--- src/rtl/clk_gen_pkg.sv ---
// Shared types and defaults for the tunable block-clock divider and its tuning controller.
// Latency: n/a (declarations only).
// Backpressure: n/a.
package clk_gen_pkg;

    localparam int CLK_GEN_DIV_WIDTH      = 8;
    localparam int CLK_GEN_STABLE_PERIODS = 4;

    typedef enum logic [1:0] {
        IDLE      = 2'd0,
        RUN       = 2'd1,
        STOP_PEND = 2'd2
    } clk_gen_div_state_e;

endpackage

--- src/rtl/clk_gen_div_settle_cnt.sv ---
// Saturating count of completed clk_o periods since the last ratio apply.
// Latency: stable_o is registered, one cycle after the final counted boundary.
// Backpressure: none; clear_i has priority over incr_i.
module clk_gen_div_settle_cnt #(
    parameter int STABLE_PERIODS = 4
) (
    input  logic clk_i,
    input  logic reset_i,
    input  logic clear_i,
    input  logic incr_i,
    output logic stable_o
);

    localparam int CW = $clog2(STABLE_PERIODS + 1);
    localparam logic [CW-1:0] SAT = CW'(STABLE_PERIODS);

    logic [CW-1:0] settle_q;

    // Count period boundaries, hold at the saturation value, restart on a new ratio.
    always_ff @(posedge clk_i or posedge reset_i) begin
        if (reset_i) begin
            settle_q <= '0;
        end else if (clear_i) begin
            settle_q <= '0;
        end else if (incr_i && (settle_q != SAT)) begin
            settle_q <= settle_q + 1'b1;
        end
    end

    assign stable_o = (settle_q == SAT);

endmodule

--- src/rtl/clk_gen_div_stage.sv ---
// Programmable 50%-duty divider of the selected oscillator tap; ratio changes land on period ends.
// Latency: clk_o/tick_o registered; first rise div_active_o+1 cycles after leaving IDLE.
// Backpressure: one-deep pending slot; div_ready_o low from capture until the ratio is applied.
module clk_gen_div_stage
    import clk_gen_pkg::*;
#(
    parameter int WIDTH          = CLK_GEN_DIV_WIDTH,
    parameter int STABLE_PERIODS = CLK_GEN_STABLE_PERIODS
) (
    input  logic             clk_i,
    input  logic             reset_i,
    input  logic             en_i,
    input  logic [WIDTH-1:0] div_i,
    input  logic             div_valid_i,
    output logic             div_ready_o,
    output logic             clk_o,
    output logic             tick_o,
    output logic [WIDTH-1:0] div_active_o,
    output logic             running_o,
    output logic             stable_o
);

    clk_gen_div_state_e state_q, state_d;
    logic [WIDTH-1:0]   cnt_q;
    logic [WIDTH-1:0]   pend_q;
    logic               half_end;
    logic               boundary;
    logic               apply;
    logic               xfer;

    assign running_o = (state_q == RUN) || (state_q == STOP_PEND);
    assign half_end  = running_o && (cnt_q == div_active_o);
    // clk_o is about to fall: the only point where ratio or run state may change.
    assign boundary  = half_end && clk_o;
    // div_ready_o low means the pending slot holds a ratio waiting to be applied.
    assign apply     = !div_ready_o && ((state_q == IDLE) || boundary);
    assign xfer      = div_valid_i && div_ready_o;

    // State register.
    always_ff @(posedge clk_i or posedge reset_i) begin
        if (reset_i) begin
            state_q <= IDLE;
        end else begin
            state_q <= state_d;
        end
    end

    // Next state: stopping waits for the falling edge so the last high phase is never cut short.
    always_comb begin
        state_d = state_q;
        case (state_q)
            IDLE:      if (en_i) state_d = RUN;
            RUN:       if (!en_i) state_d = STOP_PEND;
            STOP_PEND: begin
                if (en_i) begin
                    state_d = RUN;
                end else if (boundary) begin
                    state_d = IDLE;
                end
            end
            default:   state_d = IDLE;
        endcase
    end

    // Half-period counter and output clock; parked low with a cleared counter while idle.
    always_ff @(posedge clk_i or posedge reset_i) begin
        if (reset_i) begin
            cnt_q  <= '0;
            clk_o  <= 1'b0;
            tick_o <= 1'b0;
        end else begin
            tick_o <= 1'b0;
            if (running_o) begin
                if (half_end) begin
                    cnt_q  <= '0;
                    clk_o  <= ~clk_o;
                    tick_o <= ~clk_o;
                end else begin
                    cnt_q <= cnt_q + 1'b1;
                end
            end else begin
                cnt_q <= '0;
                clk_o <= 1'b0;
            end
        end
    end

    // Pending ratio slot: capture on handshake, move into the active ratio on apply.
    always_ff @(posedge clk_i or posedge reset_i) begin
        if (reset_i) begin
            pend_q       <= '0;
            div_ready_o  <= 1'b1;
            div_active_o <= '0;
        end else begin
            if (xfer) begin
                pend_q      <= div_i;
                div_ready_o <= 1'b0;
            end else if (apply) begin
                div_active_o <= pend_q;
                div_ready_o  <= 1'b1;
            end
        end
    end

    clk_gen_div_settle_cnt #(
        .STABLE_PERIODS(STABLE_PERIODS)
    ) u_settle (
        .clk_i   (clk_i),
        .reset_i (reset_i),
        .clear_i (apply),
        .incr_i  (boundary),
        .stable_o(stable_o)
    );

endmodule

--- config.mk ---
export PLATFORM = sky130hd
export DESIGN_NAME = clk_gen_div_stage
export DESIGN_NICKNAME = d
export VERILOG_FILES = /design/src/rtl/clk_gen_pkg.sv /design/src/rtl/clk_gen_div_settle_cnt.sv /design/src/rtl/clk_gen_div_stage.sv
export SDC_FILE = /design/constraint.sdc
export NUM_CORES = 1
export LEC_CHECK = 0
export CORE_AREA = 2 2 59 61
export DETAILED_ROUTE_END_ITERATION = 16
export DIE_AREA = 0 0 61 63
export MAX_ROUTING_LAYER = met4
export PLACE_DENSITY_LB_ADDON = 0.3
export SETUP_SLACK_MARGIN = 0.02
export SLEW_MARGIN = 15
export SYNTH_ARGS = -nofsm -noshare
export SYNTH_HDL_FRONTEND = slang
export SYNTH_SLANG_ARGS = --single-unit
export TNS_END_PERCENT = 50
--- constraint.sdc ---
create_clock -name clk_i -period 2.31 [get_ports clk_i]
set_input_delay 0.693 -clock clk_i [delete_from_list [all_inputs] [get_ports clk_i]]
set_output_delay 0.693 -clock clk_i [all_outputs]
set_load 0.02 [all_outputs]
==> results of run 1 <==
==> per-stage QoR <==
| stage | total power, W | cells | instance area, sq um | setup slack, ns |
|---|---|---|---|---|
| floorplan | 0.00179 | 139 | 1620 | 0.188 |
| global placement | 0.00212 | 209 | 1930 | 0.173 |
| detailed placement | 0.00219 | 209 | 1930 | 0.119 |
| CTS | 0.00252 | 217 | 1990 | 0.0223 |
| global route | 0.00268 | 217 | 1990 | 0.0256 |
| finish | 0.00249 | 217 | 1990 | 0.146 |
==> power by group <==
group | internal, W | switching, W
registers | 0.000777 | 0.000196
logic | 0.000618 | 0.000567
clock network | 0.000149 | 0.000188
total | 0.00154 | 0.000950
==> worst min path at each step <==
stage | start | to | cells after the start
2_1_floorplan | cnt_q[0] | cnt_q[0] | 1
3_3_place_gp | pend_q[2] | div_active_o[2] | 1
3_5_place_dp | pend_q[7] | div_active_o[7] | 1
4_1_cts | pend_q[7] | div_active_o[7] | 1
5_1_grt | pend_q[7] | pend_q[7] | 1
6_report | pend_q[7] | div_active_o[7] | 1
==> flip-flops by register name (all words and copies together) (netlist names) <==
register,flops
div_ready_o,1
tick_o,1
cnt_q,8
pend_q,8
clk_o,1
state_q,2
u_settle.settle_q,3
div_active_o,8
==> critical path, cell delays in order, from the launching register on <==
cell                            delay, ns
sky130_fd_sc_hd__dfrtp_1             0.41
sky130_fd_sc_hd__inv_1               0.08
sky130_fd_sc_hd__ha_1                0.21
sky130_fd_sc_hd__and2_1              0.14
sky130_fd_sc_hd__dlygate4sd2_1       0.32
==> cell families after synthesis <==
logic type                 Yosys count
AOI/OAI and AO/OA                   18
xor gates and xnor gates            14
adders and majority gates            8
buffers and inverters               11
DFF                                 32
muxes                               16
and+or+nand+nor                     40
==> final cells by class <==
type,count,share of cell area
flip-flops and latches,32,0.404
multi-input cells,96,0.388
repair buffers,28,0.134
well taps,46,0.0290
clock buffers,7,0.0277
inverters,7,0.0132
clock inverters,1,0.00378
==> what timing repair did <==
item	4_1_cts	5_1_grt
gates resized for setup	2	4
endpoints found under the setup margin	2	10
gates cloned	0	0
==> routing by layer <==
metal  track usage  wire [um]  vias to the layer above
li1              -          -                      554
met1         0.233       1340                      561
met2         0.284       1500                       40
met3        0.0683        172                       10
met4        0.0897         76                        0
met5             -          0                        -
==> cell usage in the layout, fill, tap and decap left out, types with 2 or more instances in the layout <==
cell and count:
sky130_fd_sc_hd__nand4_1 2, sky130_fd_sc_hd__o21ai_0 3, sky130_fd_sc_hd__xor2_1 2, sky130_fd_sc_hd__nor3_1 3, sky130_fd_sc_hd__clkdlybuf4s50_1 21, sky130_fd_sc_hd__ha_1 8, sky130_fd_sc_hd__mux2_2 8, sky130_fd_sc_hd__inv_1 7
sky130_fd_sc_hd__mux2_4 8, sky130_fd_sc_hd__o211ai_1 2, sky130_fd_sc_hd__nor2_1 12, sky130_fd_sc_hd__dfrtp_1 31, sky130_fd_sc_hd__nand3_1 3, sky130_fd_sc_hd__clkbuf_4 5, sky130_fd_sc_hd__or3_1 2, sky130_fd_sc_hd__or4_1 2
sky130_fd_sc_hd__nand2_1 8, sky130_fd_sc_hd__xnor2_1 12, sky130_fd_sc_hd__buf_4 4, sky130_fd_sc_hd__o311ai_0 5, sky130_fd_sc_hd__nor4b_1 2
==> results by group, run 1 <==
Yosys
  • Combinational family with the most area after synthesis: multiplexers
  • Yosys top cell by area: sky130_fd_sc_hd__dfrtp_1
  • Total nets after synthesis: 159
  • Post-synth top flop: sky130_fd_sc_hd__dfrtp_1
  • Most common cell in the netlist: sky130_fd_sc_hd__dfrtp_1
  • Synthesized-area fraction occupied by ao, oa, aoi and oai cells: 0.0841
  • Number of storage elements in the synthesis netlist: 32
  • Mux share of post-synthesis cell area: 0.130
  • Sequential share of the synthesized area: 0.495
  • Arithmetic-cell share of the synthesized area counting full adders, half adders and majority gates: 0.0617
  • Top-area cell type share of the netlist area: 0.478
  • Count of synthesis-stage warnings from yosys: 0
  • Count of cell types in the netlist: 36
  • Combined area of all synthesized cells: 0.00162 sq mm
  • Cell types with the largest area share after synthesis: sky130_fd_sc_hd__dfrtp_1 48%, sky130_fd_sc_hd__mux2_4 7.4%, sky130_fd_sc_hd__xnor2_1 6.5%
  • Average cell area after synthesis: 11.7 sq um
  • Simple-gate share of the synthesized area: 0.123
  • Most common library cells after synthesis: 31 x sky130_fd_sc_hd__dfrtp_1, 12 x sky130_fd_sc_hd__nor2_1, 12 x sky130_fd_sc_hd__xnor2_1
  • Synth Instances: 139
  • Number of synthesized flops with an enable pin: 0
  • Asr flop ratio synth: 1.00
  • Xor and xnor area share after synthesis: 0.0756

Placement
  • Gp weighted congestion: 0.822
  • Estimated wirelength of the detail-placed design: 2250 um
  • Port-buffer cells: 24

Floorplanning
  • IO Pins: 25
  • Vertical extent of the die: 63 um
  • Standard-cell rows: 21
  • Effective utilization at floorplan: 0.502
  • Core area: 0.00323 sq mm
  • Chip Width: 61 um
  • Area of the die: 0.00384 sq mm

STA
  • Tmin final: 2.16 ns
  • Post-Route Hold Slack: 0.516 ns
  • Slew headroom: 0.595
  • Final hold viol count: 0
  • Worst Max-Slew Pin Slew: 0.603 ns
  • Total Neg Setup Slack: 0 ns
  • Clk_skew: 0.00928 ns
  • Max Clk Rate: 462 MHz
  • Max Slew Vio Count: 0
  • RSZ-0062 raised after global routing: false
  • Final worst path period share: 0.937
  • Final setup violating endpoints: 0

Clock network
  • Sink count of the clock tree: 32
  • Clock network latency to the later pin of the worst-skew pair: 0.33 ns
  • Library cell used as clock root buffer: sky130_fd_sc_hd__clkbuf_4
  • Largest buffer count on any clock path: 2
  • Post-CTS repair timing setup buffer count: 0
  • Cts-stage hold buffer count: 0
  • Maximum level of the CTS H-tree: 2
  • Clock-pin transition on the worst setup and hold timing paths: 0.10 ns
  • Clock buffer count from CTS: 5
  • Clock tree from TritonCTS: built

GRT
  • Sum of overflow across all layers after global routing: 0
  • Number of antenna violations at the first check in global routing: 0
  • Via count of the first global-routing pass: 1,208
  • First-pass GRT wire length: 5240 um
  • Overall track demand over capacity in global routing: 0.192
  • Maximum number of pins on one net before global-route repair: 33

Status
  • Outcome: completed

Flow run
  • Number of maximum-capacitance constraint violations: 0

Finish
  • Share of the core filled with cells in the final layout: 0.614
  • Diodes inserted: 0
  • Number of filler cells placed in the layout: 259
  • Area of the multi-input gates: 771 sq um
  • Layout Nets: 190
  • Share of post-route cells with drive strength above 1: 0.181
  • FF+latch area: 802 sq um
  • Area growth, synth to finish: 22.5%

Power and ir drop
  • Power density over the cells: 1260 mW/mm^2
  • Maximum VDD drop: 0.714 mV
  • Leakage: 0.857 nW

Critical path
  • Critical path data required time: 1.62 ns
  • Beginning of the critical path: u_settle.settle_q[0]
  • Reg2Reg Depth: 6
  • Largest fanout on the critical path: 4
  • WP data arrival: 1.47 ns
  • Reg-to-Reg Start: state_q[1]
  • End of the worst register-to-register path: div_active_o[2]
  • Timing endpoint of the critical path: stable_o
  • Kind of end point of the critical path: output port
  • Worst setup slack for register-to-register paths: 0.21 ns
  • Critical Setup Path Class: reg -> out
  • Startpoint type of the worst setup path: flip-flop

Worst hold path
  • Worst hold path type: reg -> reg

Route
  • Number of nets still failing antenna checks after routing: 0
  • Detailed Route Iter0 Violations: 32
  • Post-detailed-routing wire length: 3090 um
  • First drt pass iteration count: 4
  • Vias: 1,165
  • Number of DRC violations after detailed routing: 0
  • Routed WL per cell: 14.2 um
  • Vias per std cell: 5.37
(Power assumes the default switching activity.)
==> inputs of run 2 (changes only) <==
--- a/config.mk
+++ b/config.mk
@@ -10,7 +10,8 @@
 export DIE_AREA = 0 0 61 63
 export MAX_ROUTING_LAYER = met4
 export PLACE_DENSITY_LB_ADDON = 0.3
-export SETUP_SLACK_MARGIN = 0.02
+export REMOVE_ABC_BUFFERS = 1
+export SETUP_SLACK_MARGIN = 0.1
 export SLEW_MARGIN = 15
 export SYNTH_ARGS = -nofsm -noshare
 export SYNTH_HDL_FRONTEND = slang
==> constraint.sdc (replaced) <==
create_clock -name clk_i -period 2.2 [get_ports clk_i]
set_input_delay 0.66 -clock clk_i [delete_from_list [all_inputs] [get_ports clk_i]]
set_output_delay 0.66 -clock clk_i [all_outputs]
set_load 0.02 [all_outputs]
==> results by group, run 2 (same netlist as run 1, synthesis figures left out) <==
Status
  • Outcome: completed (unchanged)

Route
  • Routed WL per cell: 14.7 um (was 14.2 um)
  • Post-detailed-routing wire length: 3230 um (was 3090 um)
  • Number of DRC violations after detailed routing: 0 (unchanged)
  • Vias per std cell: 5.28 (was 5.37)
  • First drt pass iteration count: 4 (unchanged)
  • Detailed Route Iter0 Violations: 45 (was 32)
  • Number of nets still failing antenna checks after routing: 0 (unchanged)
  • Vias: 1,162 (was 1,165)

Floorplanning
  • IO Pins: 25 (unchanged)
  • Area of the die: 0.00384 sq mm (unchanged)
  • Chip Width: 61 um (unchanged)
  • Vertical extent of the die: 63 um (unchanged)
  • Effective utilization at floorplan: 0.502 (unchanged)
  • Core area: 0.00323 sq mm (unchanged)
  • Standard-cell rows: 21 (unchanged)

Finish
  • Number of filler cells placed in the layout: 274 (was 259)
  • Diodes inserted: 0 (unchanged)
  • Area growth, synth to finish: 25.4% (was 22.5%)
  • Layout Nets: 193 (was 190)
  • Largest registers ranked by flip-flop count: cnt_q (8), div_active_o (8), pend_q (8) (unchanged)
  • Commonest non-fill, non-tap cell in the layout: sky130_fd_sc_hd__dfrtp_1 (unchanged)
  • Commonest cells after routing, fill and taps aside: 31 x sky130_fd_sc_hd__dfrtp_1, 21 x sky130_fd_sc_hd__clkdlybuf4s50_1, 12 x sky130_fd_sc_hd__xnor2_1, 12 x sky130_fd_sc_hd__nor2_1 (unchanged)
  • Share of post-route cells with drive strength above 1: 0.207 (was 0.181)

Critical path
  • Kind of end point of the critical path: output port (unchanged)
  • Critical path data required time: 1.54 ns (was 1.62 ns)
  • Reg-to-Reg Start: state_q[1] (unchanged)
  • Series of cell instances along the critical path: clkdlybuf4s50_1 (was inv_1 > ha_1 > and2_1 > dlygate4sd2_1)
  • Critical Setup Path Class: reg -> out (unchanged)
  • WP data arrival: 1.40 ns (was 1.47 ns)
  • Largest fanout on the critical path: 6 (was 4)
  • Crit path buf inv count: 1 (was 2)
  • End of the worst register-to-register path: u_settle.settle_q[1] (was div_active_o[2])
  • Highest cell delay on the worst timing path: 0.64 ns (was 0.41 ns)
  • Startpoint type of the worst setup path: flip-flop (unchanged)
  • Reg2Reg Depth: 7 (was 6)
  • Worst setup slack for register-to-register paths: 0.23 ns (was 0.21 ns)
  • Cell class contributing the biggest share of worst-path delay: buffers and inverters (was flip-flops)
  • Cell with the largest stage delay on the worst path: sky130_fd_sc_hd__clkdlybuf4s50_1 (was sky130_fd_sc_hd__dfrtp_1)

STA
  • Clk_skew: 0.00771 ns (was 0.00928 ns)
  • Total Neg Setup Slack: 0 ns (unchanged)
  • Final worst path period share: 0.935
  • RSZ-0062 raised after global routing: true (was false)
  • Final hold viol count: 0 (unchanged)
  • Max Clk Rate: 486 MHz
  • Worst Max-Slew Pin Slew: 0.562 ns (was 0.603 ns)
  • Slew headroom: 0.622 (was 0.595)
  • Max Slew Vio Count: 0 (unchanged)
  • Final setup violating endpoints: 0 (unchanged)
  • Minimum setup slack in the final design: 0.143 ns (was 0.146 ns)
  • Tmin final: 2.06 ns

Flow run
  • Number of maximum-capacitance constraint violations: 0 (unchanged)

GRT
  • Maximum number of pins on one net before global-route repair: 33 (unchanged)
  • Via count of the first global-routing pass: 1,181 (was 1,208)
  • Number of antenna violations at the first check in global routing: 0 (unchanged)
  • Sum of overflow across all layers after global routing: 0 (unchanged)
  • Overall track demand over capacity in global routing: 0.199 (was 0.192)
  • First-pass GRT wire length: 5440 um (was 5240 um)

Power and ir drop
  • Maximum VDD drop: 0.708 mV (was 0.714 mV)
  • Power density over the cells: 1380 mW/mm^2 (was 1260 mW/mm^2)
  • Leakage: 0.873 nW (was 0.857 nW)

Placement
  • Estimated wirelength of the detail-placed design: 2350 um (was 2250 um)
  • Gp weighted congestion: 0.838 (was 0.822)
  • Dpl ws: 0.0722 ns (was 0.119 ns)
  • Port-buffer cells: 24 (unchanged)

Clock network
  • Clock network latency to the later pin of the worst-skew pair: 0.33 ns (about the same)
  • Library cell used as clock root buffer: sky130_fd_sc_hd__clkbuf_4 (unchanged)
  • Clock tree from TritonCTS: built (unchanged)
  • Largest buffer count on any clock path: 2 (unchanged)
  • Sink count of the clock tree: 32 (unchanged)
  • Clock-pin transition on the worst setup and hold timing paths: 0.10 ns (about the same)
  • Maximum level of the CTS H-tree: 2 (unchanged)
  • Clock buffer count from CTS: 5 (unchanged)

Worst hold path
  • Worst hold start: pend_q[5] (was pend_q[7])
  • WHS Path Cells: 1 (unchanged)
  • Worst hold path type: reg -> reg (unchanged)
  • End point of the most critical hold path: div_active_o[5] (was div_active_o[7])
[run 2: cell types whose count changed in the layout (fill, tap and decap cells not counted)]
cell	delta
sky130_fd_sc_hd__bufinv_16	+1
sky130_fd_sc_hd__dlymetal6s2s_1	-1
sky130_fd_sc_hd__ha_4	+1
sky130_fd_sc_hd__o311ai_0	-1
sky130_fd_sc_hd__o311ai_1	+1
sky130_fd_sc_hd__buf_4	+3
sky130_fd_sc_hd__clkdlybuf4s15_2	+1
sky130_fd_sc_hd__clkinv_2	+1
sky130_fd_sc_hd__clkinvlp_4	-1
sky130_fd_sc_hd__clkbuf_8	-1
sky130_fd_sc_hd__ha_1	-1
[run 2: layout make-up]
class	count	area, sq um	share of cell area
Sequential cell	32	802	0.394
Multi-Input combinational cell	96	783	0.385
Timing Repair Buffer	31	288	0.142
Tap cell	46	57.6	0.0283
Clock buffer	6	41.3	0.0203
Clock inverter	2	35.0	0.0172
Inverter	7	26.3	0.0129
[run 2: how the worst max path moves through the flow]
stage                         startpoint              endpoint  slack, ns  depth (start not counted)
floorplan                     state_q[1]       div_active_o[0]      0.008                          6
global placement              state_q[1]             running_o       0.17                          3
detailed placement                  en_i            state_q[1]       0.07                          5
CTS                 u_settle.settle_q[1]              stable_o       0.11                          4
global route                  state_q[1]  u_settle.settle_q[1]       0.06                          7
finish                             clk_o                 clk_o       0.14                          1
[run 2: stage by stage]
step	area [sq um]	utilization	power, W	hold WS [ns]	std cells
global placement	1940	0.600	0.00226	0.484	211
finish	2030	0.629	0.00280	0.505	220
global route	2030	0.629	0.00299	0.517	220
floorplan	1600	-	0.00185	0.474	135
detailed placement	1940	0.600	0.00233	0.487	211
CTS	2040	0.630	0.00281	0.508	220
[run 2: routing by layer]
layer / global-route usage / routed length (um) / share of wire / vias up
li1: - / - / - / 555
met4: 0.0652 / 42 / 0.013 / 0
met2: 0.320 / 1680 / 0.52 / 28
met5: - / 0 / 0 / -
met3: 0.0559 / 127 / 0.039 / 6
met1: 0.238 / 1370 / 0.43 / 573
[run 2: report_power, final]
| part | leakage (nW) | switching, W | total (W) | internal, W |
|---|---|---|---|---|
| clock | 0.0422 | 0.000197 | 0.000435 | 0.000238 |
| combinational | 0.429 | 0.000636 | 0.00135 | 0.000717 |
| sequential | 0.401 | 0.000193 | 0.00101 | 0.000816 |
| total | 0.873 | 0.00103 | 0.00280 | 0.00177 |
[run 2: timing repair]
action / in CTS / in global routing
endpoints found under the setup margin: 11 / 5
hold buffers: 0 / 0
buffers inserted: 1 / 0
resized for setup: 7 / 3
==> inputs of run 3 (changes only) <==
--- a/config.mk
+++ b/config.mk
@@ -9,7 +9,7 @@
 export DETAILED_ROUTE_END_ITERATION = 16
 export DIE_AREA = 0 0 61 63
 export MAX_ROUTING_LAYER = met4
-export PLACE_DENSITY_LB_ADDON = 0.3
+export PLACE_DENSITY = 0.78
 export REMOVE_ABC_BUFFERS = 1
 export SETUP_SLACK_MARGIN = 0.1
 export SLEW_MARGIN = 15
==> constraint.sdc (replaced) <==
create_clock -name clk_i -period 2.2 [get_ports clk_i]
set_input_delay 0.66 -clock clk_i [delete_from_list [all_inputs] [get_ports clk_i]]
set_output_delay 0.66 -clock clk_i [all_outputs]
set_load 0.1 [all_outputs]
==> results by group, run 3 (same netlist as run 1, synthesis figures left out) <==
Status
  • Outcome: completed (unchanged)

Clock network
  • Largest buffer count on any clock path: 2 (unchanged)
  • Clock tree from TritonCTS: built (unchanged)
  • Clock buffer count from CTS: 5 (unchanged)
  • Cts-stage hold buffer count: 0 (unchanged)
  • Maximum level of the CTS H-tree: 2 (unchanged)
  • Library cell used as clock root buffer: sky130_fd_sc_hd__clkbuf_4 (unchanged)
  • Clock network latency to the later pin of the worst-skew pair: 0.34 ns (was 0.33 ns)
  • Sink count of the clock tree: 32 (unchanged)
  • Clock-pin transition on the worst setup and hold timing paths: 0.10 ns (about the same)

Floorplanning
  • Effective utilization at floorplan: 0.502 (unchanged)
  • Vertical extent of the die: 63 um (unchanged)
  • Chip Width: 61 um (unchanged)
  • IO Pins: 25 (unchanged)
  • Area of the die: 0.00384 sq mm (unchanged)
  • Standard-cell rows: 21 (unchanged)
  • Core area: 0.00323 sq mm (unchanged)

STA
  • Clk_skew: 0.00521 ns (was 0.00771 ns)
  • RSZ-0062 raised after global routing: true (unchanged)
  • Worst Max-Slew Pin Slew: 0.562 ns (about the same)
  • Final setup violating endpoints: 0 (unchanged)
  • Max Slew Vio Count: 0 (unchanged)
  • Final worst path period share: 0.935 (about the same)
  • Max Clk Rate: 486 MHz (about the same)
  • Final hold viol count: 0 (unchanged)
  • Slew headroom: 0.625 (was 0.622)
  • Minimum setup slack in the final design: 0.142 ns (was 0.143 ns)
  • Tmin final: 2.06 ns (about the same)

Route
  • Met3 Routed Length: 123 um (was 127 um)
  • Total length of routed met2 wires: 1620 um (was 1680 um)
  • WL met1: 1370 um (about the same)
  • Number of DRC violations after detailed routing: 0 (unchanged)
  • Post-detailed-routing wire length: 3190 um (was 3230 um)
  • Detailed Route Iter0 Violations: 42 (was 45)
  • Number of nets still failing antenna checks after routing: 0 (unchanged)
  • Vias per std cell: 5.23 (was 5.28)
  • First drt pass iteration count: 4 (unchanged)
  • Max Used Layer: met4 (unchanged)
  • Routed WL per cell: 14.4 um (was 14.7 um)
  • Vias: 1,155 (was 1,162)

Finish
  • Layout Nets: 194 (was 193)
  • Largest registers ranked by flip-flop count: cnt_q (8), div_active_o (8), pend_q (8) (unchanged)
  • Area growth, synth to finish: 33.0% (was 25.4%)
  • Diodes inserted: 0 (unchanged)
  • Share of post-route cells with drive strength above 1: 0.280 (was 0.207)
  • Area of the multi-input gates: 769 sq um (was 783 sq um)
  • Share of the core filled with cells in the final layout: 0.667 (was 0.629)
  • Commonest non-fill, non-tap cell in the layout: sky130_fd_sc_hd__dfrtp_1 (unchanged)
  • Commonest cells after routing, fill and taps aside: 31 x sky130_fd_sc_hd__dfrtp_1, 12 x sky130_fd_sc_hd__xnor2_1, 12 x sky130_fd_sc_hd__nor2_1, 12 x sky130_fd_sc_hd__buf_12, 11 x sky130_fd_sc_hd__clkdlybuf4s50_1 (was 31 x sky130_fd_sc_hd__dfrtp_1, 21 x sky130_fd_sc_hd__clkdlybuf4s50_1, 12 x sky130_fd_sc_hd__xnor2_1, 12 x sky130_fd_sc_hd__nor2_1)
  • Design area: 0.00216 sq mm (was 0.00203 sq mm)
  • FF+latch area: 802 sq um (unchanged)
  • Number of filler cells placed in the layout: 240 (was 274)

Critical path
  • Largest fanout on the critical path: 5 (was 6)
  • Series of cell instances along the critical path: inv_2 > ha_1 > buf_6 > buf_12 (was clkdlybuf4s50_1)
  • Beginning of the critical path: state_q[1] (was clk_o)
  • Critical Setup Path Class: reg -> out (unchanged)
  • WP data arrival: 1.40 ns (about the same)
  • Cell class contributing the biggest share of worst-path delay: flip-flops (was buffers and inverters)
  • Highest cell delay on the worst timing path: 0.39 ns (was 0.64 ns)
  • Reg-to-Reg Start: state_q[1] (unchanged)
  • Kind of end point of the critical path: output port (unchanged)
  • Crit path buf inv count: 3 (was 1)
  • Critical path data required time: 1.54 ns (about the same)
  • Startpoint type of the worst setup path: flip-flop (unchanged)
  • Cell with the largest stage delay on the worst path: sky130_fd_sc_hd__dfrtp_1 (was sky130_fd_sc_hd__clkdlybuf4s50_1)

GRT
  • Via count of the first global-routing pass: 1,189 (was 1,181)
  • Overall track demand over capacity in global routing: 0.201 (was 0.199)
  • Maximum number of pins on one net before global-route repair: 33 (unchanged)
  • First-pass GRT wire length: 5510 um (was 5440 um)
  • Number of antenna violations at the first check in global routing: 0 (unchanged)
  • Sum of overflow across all layers after global routing: 0 (unchanged)

Worst hold path
  • Worst hold start: pend_q[4] (was pend_q[5])
  • Worst hold path type: reg -> reg (unchanged)

Placement
  • Dpl ws: 0.0816 ns (was 0.0722 ns)
  • Gp weighted congestion: 0.813 (was 0.838)
  • Port-buffer cells: 24 (unchanged)
  • Post-place instance area: 0.00205 sq mm (was 0.00194 sq mm)
  • Estimated wirelength of the detail-placed design: 2280 um (was 2350 um)

Flow run
  • Number of maximum-capacitance constraint violations: 0 (unchanged)
==> run 3: cell count changes in the layout (fill, tap and decap cells not counted), sizes merged <==
| cell | change |
|---|---|
| dlygate4sd2 | -1 |
| clkdlybuf4s15 | -1 |
| clkinvlp | +1 |
| clkbuf | -2 |
| buf | +14 |
| clkdlybuf4s50 | -10 |
==> run 3: final timing paths <==
path                       slack (ns)               to  depth (start not counted)
max                              0.14        running_o                          4
min                              0.52  div_active_o[4]                          1
max reg2reg                      0.21  div_active_o[2]                          6
min reg2reg                      0.52  div_active_o[4]                          1
max in group asynchronous        1.19      div_ready_o                          3
min in group asynchronous        0.70        pend_q[1]                          3
==> run 3: per-stage QoR <==
stage | hold slack (ns) | std cells | setup TNS, ns
2_1_floorplan | 0.474 | 135 | -5.99
3_3_place_gp | 0.486 | 210 | 0
3_5_place_dp | 0.494 | 210 | 0
4_1_cts | 0.519 | 220 | 0
5_1_grt | 0.539 | 221 | 0
6_report | 0.517 | 221 | 0
==> run 3: cell type report <==
class | count | share of cell area
Sequential cell | 32 | 0.372
Tap cell | 46 | 0.0267
Timing Repair Buffer | 32 | 0.195
Clock inverter | 3 | 0.0197
Clock buffer | 5 | 0.0174
Multi-Input combinational cell | 96 | 0.357
Inverter | 7 | 0.0122
==> run 3: what timing repair did <==
item | in CTS | in global routing
gates resized for setup | 0 | 3
setup endpoints to repair | 1 | 2
pin swaps | 0 | 1
setup buffers | 2 | 1
==> run 3: layer usage <==
layer  up-vias  GRT usage
li1        561          -
met5         -          -
met4         0      0.109
met1       556      0.254
met3         9     0.0373
met2        29      0.301
Power of run 3 is left out: the tool's default activity adds up to more than one toggle a clock period on the data nets, which glitch-free logic cannot reach.
